$ cat config.mk
export PLATFORM = sky130hd
export DESIGN_NAME = mem_stage_sram
export DESIGN_NICKNAME = d
export VERILOG_FILES = /design/src/rtl/arm_pkg.sv /design/src/rtl/sram_wait_counter.sv /design/src/rtl/mem_stage_sram.sv
export SDC_FILE = /design/constraint.sdc
export NUM_CORES = 1
export LEC_CHECK = 0
export ABC_AREA = 0
export CORE_UTILIZATION = 45
export CTS_CLUSTER_DIAMETER = 60
export DETAILED_ROUTE_END_ITERATION = 12
export PLACE_DENSITY = 0.8
export SYNTH_ARGS = -nofsm -noshare
export SYNTH_HDL_FRONTEND = slang
export SYNTH_SLANG_ARGS = --single-unit
export TNS_END_PERCENT = 20
$ cat constraint.sdc
create_clock -name clk -period 2.6 [get_ports clk]
set_clock_uncertainty 0.15 [all_clocks]
set_input_delay 0.39 -clock clk [delete_from_list [all_inputs] [get_ports clk]]
set_output_delay 0.39 -clock clk [all_outputs]
set_load 0.02 [all_outputs]
$ cat src/rtl/arm_pkg.sv
// Shared ARM pipeline definitions: memory-stage FSM states and SRAM geometry.
package arm_pkg;

  typedef enum logic [1:0] {
    MEM_IDLE,
    MEM_LO,
    MEM_HI,
    MEM_DONE
  } mem_state_e;

  localparam int SRAM_ADDR_W = 18;
  localparam logic [31:0] ADDR_BASE_DEFAULT = 32'd1024;

endpackage

$ cat src/rtl/sram_wait_counter.sv
// Wait-state counter for one SRAM half-word phase; last_o flags the final cycle.
module sram_wait_counter (
  input  logic       clk,
  input  logic       rst_n,
  input  logic       clear_i,
  input  logic       en_i,
  input  logic [3:0] limit_i,
  output logic       last_o
);

  logic [3:0] cnt_q, cnt_d;

  assign last_o = (cnt_q == limit_i);

  always_comb begin
    cnt_d = cnt_q;
    if (clear_i)   cnt_d = 4'd0;
    else if (en_i) cnt_d = cnt_q + 4'd1;
  end

  // NOTE: state registers use non-blocking assignments so every flop samples
  // pre-edge values, independent of process ordering.
  always_ff @(posedge clk or negedge rst_n) begin
    if (!rst_n) cnt_q <= 4'd0;
    else        cnt_q <= cnt_d;
  end

endmodule

$ cat src/rtl/mem_stage_sram.sv
// ARM memory-access stage: splits each 32-bit load/store into two 16-bit
// accesses on an asynchronous SRAM, stalling the pipeline via ready.
module mem_stage_sram
  import arm_pkg::*;
#(
  parameter int          WAIT_CYCLES = 1,
  parameter logic [31:0] ADDR_BASE   = ADDR_BASE_DEFAULT
) (
  input  logic                   clk,
  input  logic                   rst,
  input  logic                   MEM_R_EN,
  input  logic                   MEM_W_EN,
  input  logic [31:0]            ALU_Res,
  input  logic [31:0]            Val_Rm,
  output logic [31:0]            Data_Mem,
  output logic                   ready,
  output logic [SRAM_ADDR_W-1:0] SRAM_ADDR,
  output logic [15:0]            SRAM_DQ_OUT,
  output logic                   SRAM_DQ_OE,
  input  logic [15:0]            SRAM_DQ_IN,
  output logic                   SRAM_WE_N,
  output logic                   SRAM_OE_N
);

  localparam logic [3:0] WAIT_LIM = 4'(WAIT_CYCLES);

  mem_state_e  state_q, state_d;
  logic        is_rd_q, is_rd_d;
  logic [16:0] word_q, word_d;
  logic [31:0] wdata_q, wdata_d;
  logic [15:0] lo_q, lo_d;
  logic [31:0] data_q, data_d;

  logic        req, in_phase, last;
  logic [31:0] offset;
  logic        unused_offset;

  assign req           = MEM_R_EN | MEM_W_EN;
  assign offset        = ALU_Res - ADDR_BASE;
  assign unused_offset = ^{offset[31:19], offset[1:0]};
  assign in_phase      = (state_q == MEM_LO) || (state_q == MEM_HI);
  assign Data_Mem      = data_q;
  assign ready         = (state_q == MEM_DONE) || ((state_q == MEM_IDLE) && !req);

  sram_wait_counter u_wait (
    .clk     (clk),
    .rst_n   (rst),
    .clear_i (!in_phase || last),
    .en_i    (in_phase),
    .limit_i (WAIT_LIM),
    .last_o  (last)
  );

  // NOTE: every signal driven here gets a default first, so no path can infer a latch.
  always_comb begin
    state_d     = state_q;
    is_rd_d     = is_rd_q;
    word_d      = word_q;
    wdata_d     = wdata_q;
    lo_d        = lo_q;
    data_d      = data_q;
    SRAM_ADDR   = '0;
    SRAM_DQ_OUT = 16'h0;
    SRAM_DQ_OE  = 1'b0;
    SRAM_WE_N   = 1'b1;
    SRAM_OE_N   = 1'b1;

    case (state_q)
      MEM_IDLE: begin
        if (req) begin
          is_rd_d = MEM_R_EN;  // a read wins when both enables are set
          word_d  = offset[18:2];
          wdata_d = Val_Rm;
          state_d = MEM_LO;
        end
      end
      MEM_LO, MEM_HI: begin
        SRAM_ADDR = {word_q, state_q == MEM_HI};
        if (is_rd_q) begin
          SRAM_OE_N = 1'b0;
          if (last) begin
            if (state_q == MEM_LO) lo_d   = SRAM_DQ_IN;
            else                   data_d = {SRAM_DQ_IN, lo_q};
          end
        end else begin
          SRAM_DQ_OE  = 1'b1;
          SRAM_DQ_OUT = (state_q == MEM_HI) ? wdata_q[31:16] : wdata_q[15:0];
          // Strobe rises on the last cycle so it precedes the address change.
          SRAM_WE_N   = last;
        end
        if (last) state_d = (state_q == MEM_LO) ? MEM_HI : MEM_DONE;
      end
      MEM_DONE: state_d = MEM_IDLE;
      default:  state_d = MEM_IDLE;
    endcase
  end

  always_ff @(posedge clk or negedge rst) begin
    if (!rst) begin
      state_q <= MEM_IDLE;
      is_rd_q <= 1'b0;
      word_q  <= 17'd0;
      wdata_q <= 32'd0;
      lo_q    <= 16'd0;
      data_q  <= 32'd0;
    end else begin
      state_q <= state_d;
      is_rd_q <= is_rd_d;
      word_q  <= word_d;
      wdata_q <= wdata_d;
      lo_q    <= lo_d;
      data_q  <= data_d;
    end
  end

endmodule

==> impl_metrics.csv, run 1 <==
group,metric,value,unit
worst_hold_path,holdPathEnd,"wdata_q[30]",
finish,syn_to_final_growth,39.1,%
grt,antenna_found_initial,0,
finish,nets,650,
synth,yosys_most_used_dff,"dfrtp_1",
worst_setup_path,cp_max_fo,17,
worst_setup_path,critPathSlowestCell,"dfrtp_1",
detailed_routing,drc,0,
finish,nFillCells,789,
worst_hold_path,min_path_cells,2,
sta,setup_viol,0,
synth,ys_ff_latch,104,
worst_setup_path,cpLargestDelayFamily,"buffers and inverters",
clock_network,numCtsBuffers,9,
grt,grt_pass1_wl,15.4,mm
detailed_routing,via_per_inst,4.82,
sta,period_share,0.971,
floorplanning,core,9680,um^2
synth,syn_avg_cell_area,10.8,um^2
finish,fin_area,6220,um^2
synth,seq_area_frac_synth,0.582,
floorplanning,fp.dieArea,10300,um^2
synth,synth_cell_types,30,
synth,synth_edf_count,0,
synth,ys_async_sr_fraction,1.00,
placement,post_dp_cell_area,6080,um^2
clock_network,cts.sinks,104,
power,p_leak,0.00294,uW
grt,grt-ovfl-total,0,
detailed_routing,wire_per_inst,13.5,um
detailed_routing,antenna_left,0,
clock_network,path_clk_slew,0.10,ns
worst_setup_path,cp_num_buf_inv,3,
sta,final_hold_viol_count,0,
grt,grt_busiest_layer,"met2",
floorplanning,die_y,102,um
clock_network,post_cts_buffers,0,
synth,syn_nets,505,
floorplanning,die_x,102,um
synth,netlist_area,4470,um^2
sta,relSlewSlack,0.610,
worst_hold_path,holdCritStartpoint,"wdata_q[30]",
placement,gp_congestion,0.730,
grt,grtUsageTotal,0.192,
sta,layout_min_cycle_time,2.52,ns
placement,hpwl,6.87,mm
grt,grtUsageMet1,0.244,
job,cap_viol_max_count,0,
clock_network,cts_tree,"yes",
grt,grt_max_degree,46,
worst_setup_path,crit_required,2.06,ns
detailed_routing,first_pass_iters,4,
worst_setup_path,reg2reg_from,"u_wait.cnt_q[0]",
floorplanning,start_util,0.461,
worst_setup_path,slowest_delay,0.41,ns
detailed_routing,via_count,3352,
sta,setup_ws,0.0758,ns
worst_setup_path,reg2reg_slack,0.61,ns
sta,final_max_slew_viol_count,0,
worst_setup_path,worst_r2r_endpoint,"Data_Mem[26]",
worst_setup_path,critPathKind,"flip-flop to output pin",
clock_network,clockBufferDepth,2,
grt,gr-usage-met3,0.0366,
synth,syn_inst,413,
outcome,run_status,"complete, no violations",
worst_setup_path,start_kind,"flip-flop",
grt,grt_pass1_vias,3342,
sta,worstMarginPinSlew,0.586,ns
worst_setup_path,crit_chain,"inv_1, ha_2, nand2b_1, buf_4, nor2_1, clkdlybuf4s15_1",
worst_hold_path,min_path_type,"flip-flop to flip-flop",
placement,portBuffers,138,
power,ir_drop,0.565,mV
grt,gr-usage-met2,0.325,
clock_network,htree_levels,3,
worst_setup_path,critPathArrivalTime,1.98,ns
floorplanning,pin_count,154,
floorplanning,fp-row-count,36,
worst_setup_path,reg2regPathDepth,5,
placement,pre_cts_ws,0.125,ns
sta,max_freq,0.396,GHz
worst_setup_path,end_kind,"output pin",
power,p_per_area,1240,nW/um^2
detailed_routing,drt-total-wl,9.37,mm
detailed_routing,drtIter0Drc,98,
finish,drive_gt1_frac,0.172,
sta,rsz0062_at_grt,"yes",
clock_network,clkLatencyLatePin,0.36,ns
finish,diodes,0,
synth,synth_warnings,0,
clock_network,cts-root-buf,"clkbuf_8",
final cells by class:
type,instances,area (um^2),area share
Sequential cell,104,2600,0.419
Multi-Input combinational cell,283,1780,0.286
Timing Repair Buffer,154,1460,0.234
Tap cell,133,166,0.0268
Clock buffer,9,124,0.0199
Clock inverter,7,67.6,0.0109
Inverter,6,22.5,0.00362
worst register-to-register path, cell delays in order, from the launching register on:
cell,delay [ns]
dfrtp_1,0.43
ha_1,0.23
and4bb_2,0.24
nand2_1,0.07
buf_4,0.36
mux2_2,0.40
where the power goes:
group / internal [uW] / switching [uW] / total (uW)
logic: 1830 / 2120 / 3950
registers: 2410 / 398 / 2810
clock network: 370 / 582 / 953
total: 4610 / 3100 / 7710
cells by family after synthesis:
group,synth area share
simple gates,0.180
flops,0.582
mux,0.159
buf+inv,0.0235
compound gates,0.0246
fa+ha+maj,0.0224
xor+xnor,0.00784
repair_timing:
| item | 4_1_cts | 5_1_grt |
|---|---|---|
| resized for setup | 40 | 24 |
| hold buffers | 1 | 0 |
| endpoints found under the hold margin | 42 | 0 |
| endpoints found under the setup margin | 37 | 16 |
worst max-delay path by stage:
stage | slack (ns) | from | depth (start not counted) | endpoint
final | 0.08 | state_q[1] | 6 | SRAM_DQ_OUT[15]
after global routing | -0.04 | state_q[1] | 6 | SRAM_DQ_OUT[15]
after CTS | 0.0003 | u_wait.cnt_q[1] | 6 | SRAM_WE_N
after detailed placement | 0.13 | MEM_W_EN | 4 | ready
after global placement | 0.17 | MEM_W_EN | 4 | ready
after floorplan | 0.35 | state_q[0] | 6 | SRAM_DQ_OUT[10]
sequential cells by signal (all words and copies together) (netlist names):
signal / cells
is_rd_q: 1
word_q: 17
state_q: 2
wdata_q: 32
Data_Mem: 32
lo_q: 16
u_wait.cnt_q: 4
metal layers:
layer | up-vias | part of all wire
met2 | 100 | 0.48
met1 | 1605 | 0.45
li1 | 1632 | -
met5 | - | 0
met3 | 15 | 0.050
met4 | 0 | 0.017
per-stage QoR:
| step | hold slack, ns | utilization | setup TNS [ns] | total power [uW] | cells |
|---|---|---|---|---|---|
| final | 0.333 | 0.642 | 0 | 7710 | 696 |
| after global routing | 0.351 | 0.642 | -0.0394 | 8270 | 696 |
| after CTS | 0.336 | 0.645 | 0 | 7830 | 696 |
| after detailed placement | 0.287 | 0.628 | 0 | 7110 | 679 |
| after global placement | 0.271 | 0.628 | 0 | 6960 | 679 |
| after floorplan | -0.0556 | - | 0 | 5190 | 413 |
synthesized netlist by cell type (all sizes together) (5+ instances only):
master,count,share of area
nand2,131,0.11
dfrtp,104,0.58
mux2,48,0.12
nor2,25,0.021
and2,18,0.025
mux2i,17,0.038
clkbuf,13,0.011
ha,8,0.022
buf,7,0.0076
o21ai,7,0.0078
inv,6,0.0050
a31oi,5,0.0070
layout by cell type (no fill, tap or decap), types with 5 or more instances in the layout:
cell type / n
clkdlybuf4s50_1: 100
a31oi_1: 5
nor2_1: 25
dfrtp_1: 104
ha_1: 7
o21ai_0: 6
clkdlybuf4s15_1: 7
mux2_2: 48
and2_1: 18
mux2i_1: 17
inv_1: 6
dlygate4sd2_1: 21
clkbuf_2: 9
nand2_1: 131
clkbuf_8: 9
buf_4: 14
Power figures use the tool's default switching activity.
==> run 2: changes to the inputs <==
--- a/config.mk
+++ b/config.mk
@@ -6,11 +6,12 @@
 export NUM_CORES = 1
 export LEC_CHECK = 0
 export ABC_AREA = 0
-export CORE_UTILIZATION = 45
+export CORE_UTILIZATION = 46
 export CTS_CLUSTER_DIAMETER = 60
 export DETAILED_ROUTE_END_ITERATION = 12
-export PLACE_DENSITY = 0.8
+export PLACE_DENSITY = 0.81
 export SYNTH_ARGS = -nofsm -noshare
 export SYNTH_HDL_FRONTEND = slang
+export SYNTH_HIERARCHICAL = 1
 export SYNTH_SLANG_ARGS = --single-unit
 export TNS_END_PERCENT = 20
==> run 2 against run 1 <==
Via count rose by 3.4%. Sequential cell count stayed put. Largest power group unchanged. Synthesized area up 1.6%.
==> impl_metrics.csv, run 2 <==
group,metric,value,unit
finish,final_common_cell,"nand2_1",
worst_setup_path,crit_required,2.06,ns
sta,final_hold_viol_count,0,
outcome,run_status,"complete, no violations",
clock_network,clkLatencyLatePin,0.36,ns
floorplanning,die_y,101,um
placement,post_dp_cell_area,6170,um^2
placement,portBuffers,138,
finish,drive_gt1_frac,0.150,
worst_setup_path,critPathArrivalTime,1.96,ns
synth,synth_top_cell_by_area,"dfrtp_1",
power,power.internal,3880,uW
synth,synth_warnings,6,
finish,layout_common_cells,"nand2_1 (130), dfrtp_1 (104), clkdlybuf4s50_1 (100)",
floorplanning,start_util,0.482,
floorplanning,pin_count,154,
finish,fin_area,6420,um^2
grt,grt_pass1_wl,16.1,mm
power,switchingPower,2560,uW
finish,syn_to_final_growth,41.3,%
sta,period_share,0.960,
synth,syn_avg_cell_area,10.7,um^2
sta,worstMarginPinSlew,0.558,ns
worst_setup_path,end_kind,"output pin",
detailed_routing,via_per_inst,4.93,
worst_setup_path,worst_r2r_endpoint,"Data_Mem[20]",
worst_setup_path,reg2reg_slack,0.64,ns
grt,grt_pass1_vias,3572,
clock_network,htree_levels,3,
synth,netlist.area_leader.share,0.573,
power,p_leak,0.00331,uW
clock_network,clockBufferDepth,2,
sta,final_max_slew_viol_count,0,
detailed_routing,wire_per_inst,14.1,um
finish,diodes,0,
placement,gp_congestion,0.747,
clock_network,numCtsBuffers,9,
synth,ys_async_sr_fraction,1.00,
placement,hpwl,7.11,mm
sta,rsz0062_at_grt,"yes",
clock_network,cts_tree,"yes",
power,ir_drop,0.636,mV
detailed_routing,drc,0,
synth,ys_ff_latch,104,
detailed_routing,via_count,3467,
worst_setup_path,critPathKind,"flip-flop to output pin",
clock_network,cts-root-buf,"clkbuf_8",
placement,pre_cts_ws,0.151,ns
sta,setup_ws,0.103,ns
sta,setup_tns,0,ns
worst_hold_path,min_path_type,"primary input to asynchronous set/reset pin",
grt,grtUsageTotal,0.200,
floorplanning,fp-row-count,35,
floorplanning,fp.dieArea,10300,um^2
worst_setup_path,reg2reg_from,"u_wait/cnt_q[1]",
worst_setup_path,reg2regPathDepth,6,
detailed_routing,first_pass_iters,4,
floorplanning,die_x,101,um
synth,synth_cell_types,35,
grt,grt-ovfl-total,0,
worst_setup_path,crit_chain,"inv_1, ha_2, buf_12, mux2i_1, nor2_1, dlygate4sd2_1",
synth,netlist_area,4540,um^2
synth,synth.top_cells.by_count,"nand2_1 (130), dfrtp_1 (104), mux2_2 (45)",
grt,grt_max_degree,50,
worst_setup_path,start_kind,"flip-flop",
sta,relSlewSlack,0.628,
detailed_routing,drt-total-wl,9.91,mm
sta,setup_viol,0,
synth,yosys_most_used_dff,"dfrtp_1",
power,seqPwrFrac,0.387,
grt,antenna_found_initial,0,
finish,nets,660,
floorplanning,core,9420,um^2
synth,syn_inst,423,
sta,layout_min_cycle_time,2.50,ns
worst_setup_path,cp_max_fo,17,
clock_network,cts.sinks,104,
power,power_frac_comb,0.457,
synth,synth_area_leaders,"dfrtp_1 (57%), mux2_2 (11%), nand2_1 (11%)",
finish,nFillCells,721,
synth,synth.most_common_cell,"nand2_1",
power,p_sw_frac,0.398,
worst_setup_path,slowest_delay,0.42,ns
clock_network,path_clk_slew,0.11,ns
power,clkPwrFrac,0.156,
power,p_per_area,1000,nW/um^2
job,cap_viol_max_count,0,
synth,seq_area_frac_synth,0.573,
sta,max_freq,0.401,GHz
detailed_routing,antenna_left,0,
worst_setup_path,critPathSlowestCell,"dfrtp_1",
finish,final_util,0.681,
synth,synth_edf_count,0,
detailed_routing,drtIter0Drc,71,
-- run 2: changes by cell type in the layout (fill, tap and decap cells not counted), sizes merged, moves of 3 or more --
cell	delta
dlygate4sd2	-3
xor2	+3
clkdlybuf4s15	-4
conb	+4
dlymetal6s2s	+15
clkbuf	-8
-- run 2: worst max path at each step --
| stage | slack, ns | startpoint | to |
|---|---|---|---|
| 6_report | 0.10 | state_q[0] | SRAM_DQ_OUT[7] |
| 5_1_grt | -0.06 | state_q[0] | ready |
| 4_1_cts | -0.15 | state_q[0] | SRAM_ADDR[9] |
| 3_5_place_dp | 0.15 | MEM_W_EN | ready |
| 3_3_place_gp | 0.14 | MEM_W_EN | ready |
| 2_1_floorplan | 0.35 | state_q[0] | SRAM_DQ_OUT[10] |
-- run 2: cell families after synthesis --
group,share of synthesized area
flops,0.573
compound gates,0.0284
xor+xnor,0.0135
simple gates,0.179
buf+inv,0.0232
mux,0.162
other cells,0.00165
fa+ha+maj,0.0193
-- run 2: stage by stage --
step	power [uW]	hold WS, ns	instances
after floorplan	4260	-0.0556	425
after global placement	5510	0.0940	686
after detailed placement	5640	0.0999	686
after CTS	6520	0.240	703
after global routing	6910	0.270	703
final	6440	0.271	703
-- run 2: power groups by stage --
stage | Clock, uW | Sequential (uW) | Combinational (uW)
after floorplan | 0 | 2510 | 1750
after global routing | 1100 | 2560 | 3250
final | 1000 | 2490 | 2940
after global placement | 0 | 2480 | 3030
after CTS | 1030 | 2490 | 3000
after detailed placement | 0 | 2530 | 3110
-- run 2: layer usage --
metal  share of wire  up-vias  GRT usage
met5               0        -          0
li1                -     1674          -
met3           0.072        8     0.0649
met4          0.0079        0     0.0368
met2            0.48      131      0.340
met1            0.44     1654      0.252
-- run 2: area by class of cell --
cell class                      count  area [um^2]  share of cell area
Clock buffer                        9          124              0.0193
Timing Repair Buffer              153         1560               0.243
Multi-Input combinational cell    295         1860               0.291
Clock inverter                      7         83.8              0.0131
Inverter                            6         22.5             0.00351
Sequential cell                   104         2600               0.406
Tap cell                          129          161              0.0252
-- run 2: worst max-delay path, delay by kind of cell (launching register included) --
kind                       cells  cell delay [ns]
muxes                          1             0.22
and+or+nand+nor                1             0.07
buffers and inverters          3             0.65
DFF                            1             0.42
adders and majority gates      1             0.24
-- run 2: repair_timing --
action | CTS | global route
setup buffers | 0 | 0
hold buffers | 1 | 0
resized for setup | 23 | 23
endpoints found under the setup margin | 37 | 34
hold endpoints to repair | 55 | 0
==> run 3: changes to the inputs <==
--- a/config.mk
+++ b/config.mk
@@ -6,6 +6,7 @@
 export NUM_CORES = 1
 export LEC_CHECK = 0
 export ABC_AREA = 0
+export CAP_MARGIN = 20
 export CORE_UTILIZATION = 46
 export CTS_CLUSTER_DIAMETER = 60
 export DETAILED_ROUTE_END_ITERATION = 12
==> results of run 3 <==
Final layout, timing and power as in run 2 (identical DEF).
